## src/rtl/sram_bus_arbiter_pkg.sv

```systemverilog
// Shared types and constants for the IF/MEM single-port memory arbiter.
package sram_bus_arbiter_pkg;

    localparam int DATA_ADDR_BUS_W = 32;
    localparam int DATA_BUS_W      = 32;
    localparam int SEL_W           = 4;
    localparam int TIMEOUT_CNT_W   = 8;

    typedef enum logic [1:0] {
        ST_IDLE   = 2'd0,
        ST_D_ACC  = 2'd1,
        ST_I_ACC  = 2'd2,
        ST_I_DISC = 2'd3
    } arb_state_e;

endpackage

```

## src/rtl/sram_bus_arbiter_if.sv

```systemverilog
// External single-port memory bus shared by instruction fetch and data access.
// Handshake: the master raises m_ce_o with m_we/m_sel/m_addr/m_wdata stable and keeps them
// until the slave returns a one-cycle m_ack_i (m_rdata_i valid with it); acks while m_ce_o=0 are ignored.
interface sram_bus_arbiter_if #(
    parameter int ADDR_W = 32,
    parameter int DATA_W = 32
);
    logic              m_ce_o;
    logic              m_we_o;
    logic [3:0]        m_sel_o;
    logic [ADDR_W-1:0] m_addr_o;
    logic [DATA_W-1:0] m_wdata_o;
    logic [DATA_W-1:0] m_rdata_i;
    logic              m_ack_i;

    modport master (
        output m_ce_o, m_we_o, m_sel_o, m_addr_o, m_wdata_o,
        input  m_rdata_i, m_ack_i
    );

    modport slave (
        input  m_ce_o, m_we_o, m_sel_o, m_addr_o, m_wdata_o,
        output m_rdata_i, m_ack_i
    );
endinterface

```

## src/rtl/sram_bus_timeout_cnt.sv

```systemverilog
// Cycle counter for bus accesses: cleared by clr_i, advanced by en_i, flags TIMEOUT-1 reached.
module sram_bus_timeout_cnt
    import sram_bus_arbiter_pkg::*;
#(
    parameter int TIMEOUT = 255
) (
    input  logic clk,
    input  logic rst_n,
    input  logic clr_i,
    input  logic en_i,
    output logic expired_o
);
    logic [TIMEOUT_CNT_W-1:0] cnt_q, cnt_d;

    assign expired_o = (cnt_q == TIMEOUT_CNT_W'(TIMEOUT - 1));

    // Saturates at the expiry value so a late abort can never wrap back to zero.
    always_comb begin
        cnt_d = cnt_q;
        if (clr_i) begin
            cnt_d = '0;
        end else if (en_i && !expired_o) begin
            cnt_d = cnt_q + 1'b1;
        end
    end

    always_ff @(posedge clk or negedge rst_n) begin
        if (!rst_n) begin
            cnt_q <= '0;
        end else begin
            cnt_q <= cnt_d;
        end
    end
endmodule

```

## src/rtl/sram_bus_arbiter.sv

```systemverilog
// Serialises IF and MEM accesses onto one memory port (data first), buffers read data and
// holds the pipeline stalled until every pending request of the current cycle is satisfied.
module sram_bus_arbiter
    import sram_bus_arbiter_pkg::*;
#(
    parameter int ADDR_W  = DATA_ADDR_BUS_W,
    parameter int DATA_W  = DATA_BUS_W,
    parameter int TIMEOUT = 255
) (
    input  logic              clk,
    input  logic              rst,
    input  logic              if_ce_i,
    input  logic [ADDR_W-1:0] if_addr_i,
    output logic [DATA_W-1:0] if_data_o,
    input  logic              d_ce_i,
    input  logic              d_we_i,
    input  logic [SEL_W-1:0]  d_sel_i,
    input  logic [ADDR_W-1:0] d_addr_i,
    input  logic [DATA_W-1:0] d_wdata_i,
    output logic [DATA_W-1:0] d_rdata_o,
    input  logic              flush_i,
    input  logic              pipe_stall_i,
    output logic              stallreq_o,
    output logic              bus_err_o,
    output logic [1:0]        dbg_state_o,
    sram_bus_arbiter_if.master bus
);
    arb_state_e        state_q, state_d;
    logic              m_we_q, m_we_d;
    logic [SEL_W-1:0]  m_sel_q, m_sel_d;
    logic [ADDR_W-1:0] m_addr_q, m_addr_d;
    logic [DATA_W-1:0] m_wdata_q, m_wdata_d;
    logic [DATA_W-1:0] if_buf_q, if_buf_d;
    logic [DATA_W-1:0] d_buf_q, d_buf_d;
    logic              if_valid_q, if_valid_d;
    logic              d_valid_q, d_valid_d;
    logic              d_kill_q, d_kill_d;

    logic busy, ack, abort, done, consume, drop, expired;

    sram_bus_timeout_cnt #(.TIMEOUT(TIMEOUT)) u_timeout (
        .clk       (clk),
        .rst_n     (rst),
        .clr_i     (!busy),
        .en_i      (busy),
        .expired_o (expired)
    );

    assign busy    = (state_q != ST_IDLE);
    assign ack     = busy && bus.m_ack_i;
    assign abort   = busy && expired && !bus.m_ack_i;
    assign done    = ack || abort;
    // Gated by reset so the stall request is low while the block is held in reset.
    assign stallreq_o = rst && ((if_ce_i && !if_valid_q) || (d_ce_i && !d_valid_q));
    assign consume = !stallreq_o && !pipe_stall_i;
    // A flush or an advancing pipeline orphans the access in flight.
    assign drop    = flush_i || consume;

    assign bus.m_ce_o    = busy;
    assign bus.m_we_o    = m_we_q;
    assign bus.m_sel_o   = m_sel_q;
    assign bus.m_addr_o  = m_addr_q;
    assign bus.m_wdata_o = m_wdata_q;
    assign if_data_o     = if_buf_q;
    assign d_rdata_o     = d_buf_q;
    assign bus_err_o     = abort;
    assign dbg_state_o   = state_q;

    always_comb begin
        state_d    = state_q;
        m_we_d     = m_we_q;
        m_sel_d    = m_sel_q;
        m_addr_d   = m_addr_q;
        m_wdata_d  = m_wdata_q;
        if_buf_d   = if_buf_q;
        d_buf_d    = d_buf_q;
        if_valid_d = if_valid_q;
        d_valid_d  = d_valid_q;
        d_kill_d   = d_kill_q;

        if (drop) begin
            if_valid_d = 1'b0;
            d_valid_d  = 1'b0;
        end

        unique case (state_q)
            ST_IDLE: begin
                d_kill_d = 1'b0;
                if (d_ce_i && !d_valid_q) begin
                    state_d   = ST_D_ACC;
                    m_we_d    = d_we_i;
                    m_sel_d   = d_sel_i;
                    m_addr_d  = d_addr_i;
                    m_wdata_d = d_wdata_i;
                end else if (if_ce_i && !if_valid_q) begin
                    state_d   = ST_I_ACC;
                    m_we_d    = 1'b0;
                    m_sel_d   = '1;
                    m_addr_d  = if_addr_i;
                    m_wdata_d = '0;
                end
            end
            // Stores are never torn: a flush only suppresses the result, not the access.
            ST_D_ACC: begin
                if (drop) d_kill_d = 1'b1;
                if (done) begin
                    state_d = ST_IDLE;
                    if (!d_kill_q && !drop) begin
                        d_buf_d   = (ack && !m_we_q) ? bus.m_rdata_i : '0;
                        d_valid_d = 1'b1;
                    end
                end
            end
            ST_I_ACC: begin
                if (done) begin
                    state_d = ST_IDLE;
                    if (!drop) begin
                        if_buf_d   = ack ? bus.m_rdata_i : '0;
                        if_valid_d = 1'b1;
                    end
                end else if (drop) begin
                    state_d = ST_I_DISC;
                end
            end
            ST_I_DISC: begin
                if (done) state_d = ST_IDLE;
            end
            default: state_d = ST_IDLE;
        endcase
    end

    always_ff @(posedge clk or negedge rst) begin
        if (!rst) begin
            state_q    <= ST_IDLE;
            m_we_q     <= 1'b0;
            m_sel_q    <= '0;
            m_addr_q   <= '0;
            m_wdata_q  <= '0;
            if_buf_q   <= '0;
            d_buf_q    <= '0;
            if_valid_q <= 1'b0;
            d_valid_q  <= 1'b0;
            d_kill_q   <= 1'b0;
        end else begin
            state_q    <= state_d;
            m_we_q     <= m_we_d;
            m_sel_q    <= m_sel_d;
            m_addr_q   <= m_addr_d;
            m_wdata_q  <= m_wdata_d;
            if_buf_q   <= if_buf_d;
            d_buf_q    <= d_buf_d;
            if_valid_q <= if_valid_d;
            d_valid_q  <= d_valid_d;
            d_kill_q   <= d_kill_d;
        end
    end
endmodule

```

## src/flat_wrapper.sv

```systemverilog
// flat-port wrapper written by rule: the top's interface ports become plain ports
module sram_bus_arbiter_flat import sram_bus_arbiter_pkg::*;
#(
    parameter int ADDR_W  = DATA_ADDR_BUS_W,
    parameter int DATA_W  = DATA_BUS_W,
    parameter int TIMEOUT = 255
)
  (clk, rst, if_ce_i, if_addr_i, if_data_o, d_ce_i, d_we_i, d_sel_i, d_addr_i, d_wdata_i, d_rdata_o, flush_i, pipe_stall_i, stallreq_o, bus_err_o, dbg_state_o, bus_m_ce_o, bus_m_we_o, bus_m_sel_o, bus_m_addr_o, bus_m_wdata_o, bus_m_rdata_i, bus_m_ack_i);
  sram_bus_arbiter_if #(.ADDR_W(ADDR_W), .DATA_W(DATA_W)) bus_i ();
  input  logic clk;
  input  logic rst;
  input  logic if_ce_i;
  input  logic [ADDR_W-1:0] if_addr_i;
  output logic [DATA_W-1:0] if_data_o;
  input  logic d_ce_i;
  input  logic d_we_i;
  input  logic [SEL_W-1:0] d_sel_i;
  input  logic [ADDR_W-1:0] d_addr_i;
  input  logic [DATA_W-1:0] d_wdata_i;
  output logic [DATA_W-1:0] d_rdata_o;
  input  logic flush_i;
  input  logic pipe_stall_i;
  output logic stallreq_o;
  output logic bus_err_o;
  output logic [1:0] dbg_state_o;
  output wire logic [$bits(bus_i.m_ce_o)-1:0] bus_m_ce_o;
  output wire logic [$bits(bus_i.m_we_o)-1:0] bus_m_we_o;
  output wire logic [$bits(bus_i.m_sel_o)-1:0] bus_m_sel_o;
  output wire logic [$bits(bus_i.m_addr_o)-1:0] bus_m_addr_o;
  output wire logic [$bits(bus_i.m_wdata_o)-1:0] bus_m_wdata_o;
  input wire logic [$bits(bus_i.m_rdata_i)-1:0] bus_m_rdata_i;
  input wire logic [$bits(bus_i.m_ack_i)-1:0] bus_m_ack_i;
  assign bus_m_ce_o = bus_i.m_ce_o;
  assign bus_m_we_o = bus_i.m_we_o;
  assign bus_m_sel_o = bus_i.m_sel_o;
  assign bus_m_addr_o = bus_i.m_addr_o;
  assign bus_m_wdata_o = bus_i.m_wdata_o;
  assign bus_i.m_rdata_i = bus_m_rdata_i;
  assign bus_i.m_ack_i = bus_m_ack_i;
  sram_bus_arbiter #(.ADDR_W(ADDR_W), .DATA_W(DATA_W), .TIMEOUT(TIMEOUT)) u_core (.clk(clk), .rst(rst), .if_ce_i(if_ce_i), .if_addr_i(if_addr_i), .if_data_o(if_data_o), .d_ce_i(d_ce_i), .d_we_i(d_we_i), .d_sel_i(d_sel_i), .d_addr_i(d_addr_i), .d_wdata_i(d_wdata_i), .d_rdata_o(d_rdata_o), .flush_i(flush_i), .pipe_stall_i(pipe_stall_i), .stallreq_o(stallreq_o), .bus_err_o(bus_err_o), .dbg_state_o(dbg_state_o), .bus(bus_i));
endmodule
```

## config.mk

```make
export PLATFORM = sky130hd
export DESIGN_NAME = sram_bus_arbiter_flat
export DESIGN_NICKNAME = d
export VERILOG_FILES = /design/src/rtl/sram_bus_arbiter_pkg.sv /design/src/rtl/sram_bus_arbiter_if.sv /design/src/rtl/sram_bus_timeout_cnt.sv /design/src/rtl/sram_bus_arbiter.sv /design/src/flat_wrapper.sv
export SDC_FILE = /design/constraint.sdc
export NUM_CORES = 1
export LEC_CHECK = 0
export CAP_MARGIN = 30
export CORE_ASPECT_RATIO = 2
export CORE_UTILIZATION = 37
export DETAILED_ROUTE_END_ITERATION = 12
export PLACE_DENSITY = 0.77
export SLEW_MARGIN = 20
export SYNTH_ARGS = -nofsm -noshare
export SYNTH_HDL_FRONTEND = slang
export SYNTH_SLANG_ARGS = --single-unit
```

## constraint.sdc

```tcl
create_clock -name clk -period 1.75 [get_ports clk]
set_input_delay 0.175 -clock clk [delete_from_list [all_inputs] [get_ports clk]]
set_output_delay 0.175 -clock clk [all_outputs]
set_load 0.03 [all_outputs]
```

==> results.ini, run 1 <==
[synthesis]
yosys.area.top_type=dfrtp_1
ys_warn_count=0
syn_area_mm2=0.00578
synth_edf_count=0
synth_top_cell_area_share_pct=63.2
ys_ff_latch=146
yosysUniqueCellTypes=41
synth_common_cells=dfrtp_1, a22o_1, nand2_1, nor2_1, a31oi_1
synth_async_sr_flop_share_pct=100
avgSynthCellArea_um2=12.2
synth_nets=617
yosysMostFrequentCell=dfrtp_1
syn_inst=475
synth_top_flop_cell=dfrtp_1
synth-seq-area-share_pct=63.2
ys_top_cells_by_area=dfrtp_1, a22o_1, nand2_1

[hold_path]
holdCritStartpoint=if_addr_i[6]
min_path_type=input port to register
hold_depth=3
hold_end=u_core.bus.m_addr_o[6]$_DFFE_PN0P_

[timing]
setup_tns_ns=-1.31
rsz0062_at_grt=yes
clock.fmax_mhz=547
setup_slack_ns=-0.0768
slew-limit-headroom_pct=48.0
tightestPinTransition_ns=0.780
fin_crit_sh_pct=104
clock_skew_ns=0.0108
drv_slew=0
setup_viol=59
final-hold-violation-count=0
period_needed_ns=1.83

[clock_network]
cts_buffer_depth=2
cts.clk_slew.worst_paths_ns=0.06
htreeDepth=4
cts-root-buf=clkbuf_16
numCtsBuffers=17
cts_tree=yes
clkLatencyLatePin_ns=0.41
cts.sinks=146

[placement]
hpwl_um=13000
gp_congestion=0.832
dpl.cell_count=938
port_buffers=277

[die]
num_rows=64
start_util_pct=37.8
io_pins=278
fp.dieArea_mm2=0.0162
core-area_mm2=0.0153
die_x_um=90.4
fp.dieH_um=179

[grt]
grt_max_degree=147
antenna_found_initial=0
first_global_vias=5499
track_usage_pct=22.9
grt_pass1_wl_um=28600
gr-total-overflow=0

[power]
power.total_mw=18.9
p_leak_nw=4.20
powerDensity_mw_per_mm2=1940
ir_drop_v=0.000947

[setup_path]
crit_path_max_fanout=2
endpoint_kind=output pin
worst_setup_path_start_kind=register
arrival_ns=1.65
path_class=register to output pin
r2r_end=u_core.if_data_o[17]$_DFFE_PN0P_
required_ns=1.57
reg2reg_slack_ns=-0.04
r2r-start=u_core.u_timeout.cnt_q[0]$_DFFE_PN0P_
ff2ff_path_depth=8

[routing]
ant_nets=0
wirelength_um=18300
first_pass_iters=4
drt_iter0_drc=248
num_vias=5104
highest_layer=met4
wl_per_cell_um=18.7
met1_length_um=6560
dr_wl_met3_um=886
wl_met2_um=10100
route.detailed.drc=0
via_per_inst=5.21

[final_layout]
nets=910
drive_above_1_share_pct=10.8
syn_to_final_growth_pct=68.0
antennaDiodeCount=0
instances_no_fill=979

[status]
violations=setup timing
outcome=complete, but fails checks

[flow_run]
maxCapViolations=0

## what timing repair did
| item | 4_1_cts | 5_1_grt |
|---|---|---|
| resized for setup | 11 | 4 |
| hold buffers | 1 | 0 |
| pin swaps | 5 | 1 |
| endpoints found under the setup margin | 48 | 66 |
| buffers inserted | 5 | 1 |
| endpoints found under the hold margin | 146 | 0 |
| gates cloned | 2 | 0 |
## logic make-up after synthesis
family	Yosys count	synth area share, %
simple gates	128	9.54
buf+inv	39	3.83
xor+xnor	4	0.606
fa+ha+maj	2	0.433
compound gates	156	22.4
flops	146	63.2
## layout by cell type, fill, tap and decap left out, types with 2 or more instances in the layout
cell type | Yosys | final
clkdlybuf4s50_1 | 0 | 270
dfrtp_1 | 146 | 146
a22o_1 | 97 | 97
nand2_1 | 68 | 68
nor2_1 | 42 | 41
a31oi_1 | 35 | 35
clkbuf_16 | 0 | 19
buf_4 | 8 | 17
buf_12 | 0 | 13
o21ai_0 | 5 | 5
xnor2_1 | 4 | 4
o22a_1 | 4 | 4
bufinv_16 | 0 | 4
inv_1 | 4 | 3
clkinv_2 | 0 | 3
clkbuf_8 | 0 | 3
clkbuf_1 | 10 | 3
nor2_2 | 1 | 2
inv_2 | 1 | 2
nand2b_1 | 2 | 2
o211a_1 | 2 | 2
nor3_1 | 3 | 2
and3_1 | 2 | 2
a211oi_1 | 2 | 2
buf_6 | 4 | 2
dlygate4sd2_1 | 0 | 2
## state kept, by name, summed over array words and instances (netlist names)
register                count
u_core.d_valid_q            1
u_core.u_timeout.cnt_q      8
u_core.dbg_state_o          2
u_core.bus.m_wdata_o       32
u_core.bus.m_addr_o        32
u_core.bus.m_we_o           1
u_core.if_valid_q           1
u_core.bus.m_sel_o          4
u_core.d_kill_q             1
u_core.if_data_o           32
u_core.d_rdata_o           32
## final cells by class
class                           instances  area (um2)
Sequential cell                       146        3650
Clock buffer                           23         478
Timing Repair Buffer                  308        3200
Tap cell                              198         248
Fill cell                            1183        5580
Multi-Input combinational cell        290        1960
Inverter                                5        18.8
Clock inverter                          9         151
## worst max path at each step
| stage | from | to | slack [ns] |
|---|---|---|---|
| final | u_core.u_timeout.cnt_q[0]$_DFFE_PN0P_ | bus_err_o | -0.08 |
| after detailed placement | if_ce_i | u_core.d_rdata_o[12]$_DFFE_PN0P_ | -0.04 |
| after floorplan | u_core.dbg_state_o[1]$_DFFE_PN0P_ | u_core.bus.m_addr_o[21]$_DFFE_PN0P_ | -0.01 |
| after global placement | u_core.u_timeout.cnt_q[0]$_DFFE_PN0P_ | u_core.d_rdata_o[22]$_DFFE_PN0P_ | 0.03 |
| after global routing | u_core.u_timeout.cnt_q[0]$_DFFE_PN0P_ | bus_err_o | -0.16 |
| after CTS | u_core.u_timeout.cnt_q[0]$_DFFE_PN0P_ | bus_err_o | -0.16 |
## per-stage QoR
step | setup slack [ns] | area (um2) | util [%] | hold WS, ns
2_1_floorplan | -0.0125 | 5790 | - | -0.121
3_3_place_gp | 0.0253 | 8940 | 58.5 | 0.367
3_5_place_dp | -0.0403 | 8940 | 58.5 | 0.396
4_1_cts | -0.159 | 9710 | 63.5 | 0.303
5_1_grt | -0.163 | 9720 | 63.5 | 0.330
6_report | -0.0768 | 9720 | 63.5 | 0.330
## where the power goes
part	switching, mW	internal [mW]	total (mW)
sequential	0.914	4.83	5.75
combinational	5.12	4.15	9.27
clock	1.36	2.50	3.86
## routing by layer
layer | global-route usage [%] | vias to the layer above
met5 | 0 | -
met4 | 11.8 | 0
met3 | 4.96 | 48
met2 | 41.8 | 228
met1 | 24.7 | 2510
li1 | - | 2318
## worst max-delay path, stage by stage (launching register included)
cell     delay [ns]
dfrtp_1        0.38
inv_2          0.08
ha_4           0.15
nand4_4        0.07
or2_4          0.26
nor3_4         0.16
buf_12         0.15
Note: power is estimated with default switching activity, not from simulation.
==> run 2, diff against run 1 <==
--- a/config.mk
+++ b/config.mk
@@ -9,7 +9,7 @@
 export CORE_ASPECT_RATIO = 2
 export CORE_UTILIZATION = 37
 export DETAILED_ROUTE_END_ITERATION = 12
-export PLACE_DENSITY = 0.77
+export PLACE_DENSITY_LB_ADDON = 0.1
 export SLEW_MARGIN = 20
 export SYNTH_ARGS = -nofsm -noshare
 export SYNTH_HDL_FRONTEND = slang
==> results.ini, run 2 (synthesized netlist as in run 1, its figures left out) <==
[setup_path]
arrival_ns=1.79  ; +0.14 ns
required_ns=1.57  ; about the same
worst_setup_path_start_kind=register
cp-startpoint=u_core.u_timeout.cnt_q[0]$_DFFE_PN0P_
crit_path_max_fanout=3  ; +1
path_class=register to output pin
endpoint_kind=output pin
r2r-start=u_core.u_timeout.cnt_q[0]$_DFFE_PN0P_

[hold_path]
holdCritStartpoint=if_addr_i[9]
min_path_type=input port to register

[timing]
final-hold-violation-count=0  ; unchanged
period_needed_ns=1.97  ; +0.139 ns
fin_crit_sh_pct=112  ; +7.9 points
rsz0062_at_grt=yes
clock_skew_ns=0.00791  ; -0.00286 ns
clock.fmax_mhz=509  ; -7.1%
slew-limit-headroom_pct=40.7  ; -7.3 points
drv_slew=0  ; unchanged
setup_slack_ns=-0.216  ; -0.139 ns
setup_viol=1  ; -98%
tightestPinTransition_ns=0.890  ; +0.110 ns

[routing]
drt_iter0_drc=166  ; -33%
ant_nets=0  ; unchanged
via_per_inst=5.17  ; -0.86%
first_pass_iters=4  ; unchanged
route.detailed.drc=0  ; unchanged
num_vias=5050  ; -1.1%
wirelength_um=17800  ; -2.9%
wl_per_cell_um=18.2  ; -2.7%

[grt]
grt_max_degree=147  ; unchanged
grt_pass1_wl_um=27800  ; -2.8%
track_usage_pct=22.2  ; -0.69 points
gr-total-overflow=0  ; unchanged
first_global_vias=5327  ; -3.1%
antenna_found_initial=0  ; unchanged

[status]
violations=setup timing
outcome=complete, but fails checks

[clock_network]
cts_tree=yes
cts.sinks=146  ; unchanged
cts-root-buf=clkbuf_16
htreeDepth=4  ; unchanged
clkLatencyLatePin_ns=0.42  ; about the same
cts.clk_slew.worst_paths_ns=0.06  ; about the same
numCtsBuffers=17  ; unchanged
cts_buffer_depth=2  ; unchanged

[placement]
dpl_cell_area_mm2=0.00893  ; -0.14%
hpwl_um=12500  ; -3.7%
port_buffers=277  ; unchanged
gp_congestion=0.797  ; -4.2%
dpl.cell_count=941  ; +0.32%

[die]
fp.dieH_um=179  ; unchanged
die_x_um=90.4  ; unchanged
num_rows=64  ; unchanged
fp.dieArea_mm2=0.0162  ; unchanged
start_util_pct=37.8  ; unchanged
io_pins=278  ; unchanged
core-area_mm2=0.0153  ; unchanged

[power]
ir_drop_v=0.00116  ; +22%
p_leak_nw=4.16  ; -1.0%
powerDensity_mw_per_mm2=1960  ; +1.1%

[flow_run]
maxCapViolations=0  ; unchanged

[final_layout]
layout_commonest_cell=clkdlybuf4s50_1
nets=908  ; -0.22%
syn_to_final_growth_pct=66.9
design_area_mm2=0.00965  ; -0.70%
drive_above_1_share_pct=10.4  ; -0.34 points
instances_no_fill=977  ; -0.20%
final_cell_mix=clkdlybuf4s50_1, dfrtp_1, a22o_1

==> run 2: changes by cell type in the layout (fill, tap and decap cells not counted), sizes merged <==
cell / previous run / this run
clkbuf: 25 / 21
bufinv: 4 / 6
buf: 32 / 31
clkdlybuf4s15: 0 / 1
clkdlybuf4s50: 270 / 271
diode: 0 / 1
dlymetal6s2s: 1 / 0
inv: 6 / 5
==> run 2: timing repair <==
action	in CTS	in global routing
endpoints found under the hold margin	146	0
pin swaps	1	3
setup buffers	1	2
resized for setup	6	5
hold buffers	1	0
setup endpoints to repair	6	67
==> run 2: metrics by stage <==
step | utilization (%) | setup slack, ns | hold WS, ns | total power [mW] | setup TNS (ns)
4_1_cts | 62.8 | -0.250 | 0.304 | 19.1 | -0.250
3_3_place_gp | 58.4 | 0.00376 | 0.389 | 14.8 | 0
3_5_place_dp | 58.4 | -0.0306 | 0.404 | 15.0 | -0.978
2_1_floorplan | - | -0.0125 | -0.121 | 10.7 | -0.125
6_report | 63.1 | -0.216 | 0.322 | 19.0 | -0.216
5_1_grt | 63.1 | -0.274 | 0.317 | 19.9 | -0.274
==> run 2: routing by layer <==
metal  vias up  part of all wire, %  GRT usage [%]
met4         0                  3.5           11.1
met2       232                   53           39.1
li1       2312                    -              -
met1      2471                   37           24.5
met5         -                    0              0
met3        35                  6.9           6.15
==> run 2: where the power goes <==
group / total, mW / internal (mW) / switching, mW
Sequential: 5.71 / 4.83 / 0.874
Combinational: 9.21 / 4.11 / 5.10
Clock: 4.04 / 2.70 / 1.34
Total: 19.0 / 11.6 / 7.31
==> run 2: worst paths after layout <==
kind	endpoint	slack, ns	cells past startpoint
worst max-delay path	bus_err_o	-0.22	6
worst min-delay path	u_core.bus.m_addr_o[9]$_DFFE_PN0P_	0.32	3
worst max register to register	u_core.d_rdata_o[6]$_DFFE_PN0P_	0.07	7
worst min register to register	u_core.if_data_o[9]$_DFFE_PN0P_	0.50	1
max in group asynchronous	u_core.dbg_state_o[1]$_DFFE_PN0P_	0.61	3
min in group asynchronous	u_core.bus.m_addr_o[10]$_DFFE_PN0P_	0.39	3
==> run 2: critical path, stage by stage (launching register included) <==
cell and delay [ns]:
dfrtp_1 0.39, inv_2 0.09, ha_4 0.15, nand4_4 0.09
or2_4 0.29, nor3_4 0.22, buf_12 0.14
==> run 2: final cells by class <==
cell class	count	area, um2
antenna	1	2.50
clock buffer	21	450
clock inverter	10	206
fill	1204	5650
inverter	5	18.8
multi-input combinational	290	1960
sequential	146	3650
tap	198	248
timing repair buffer	306	3110
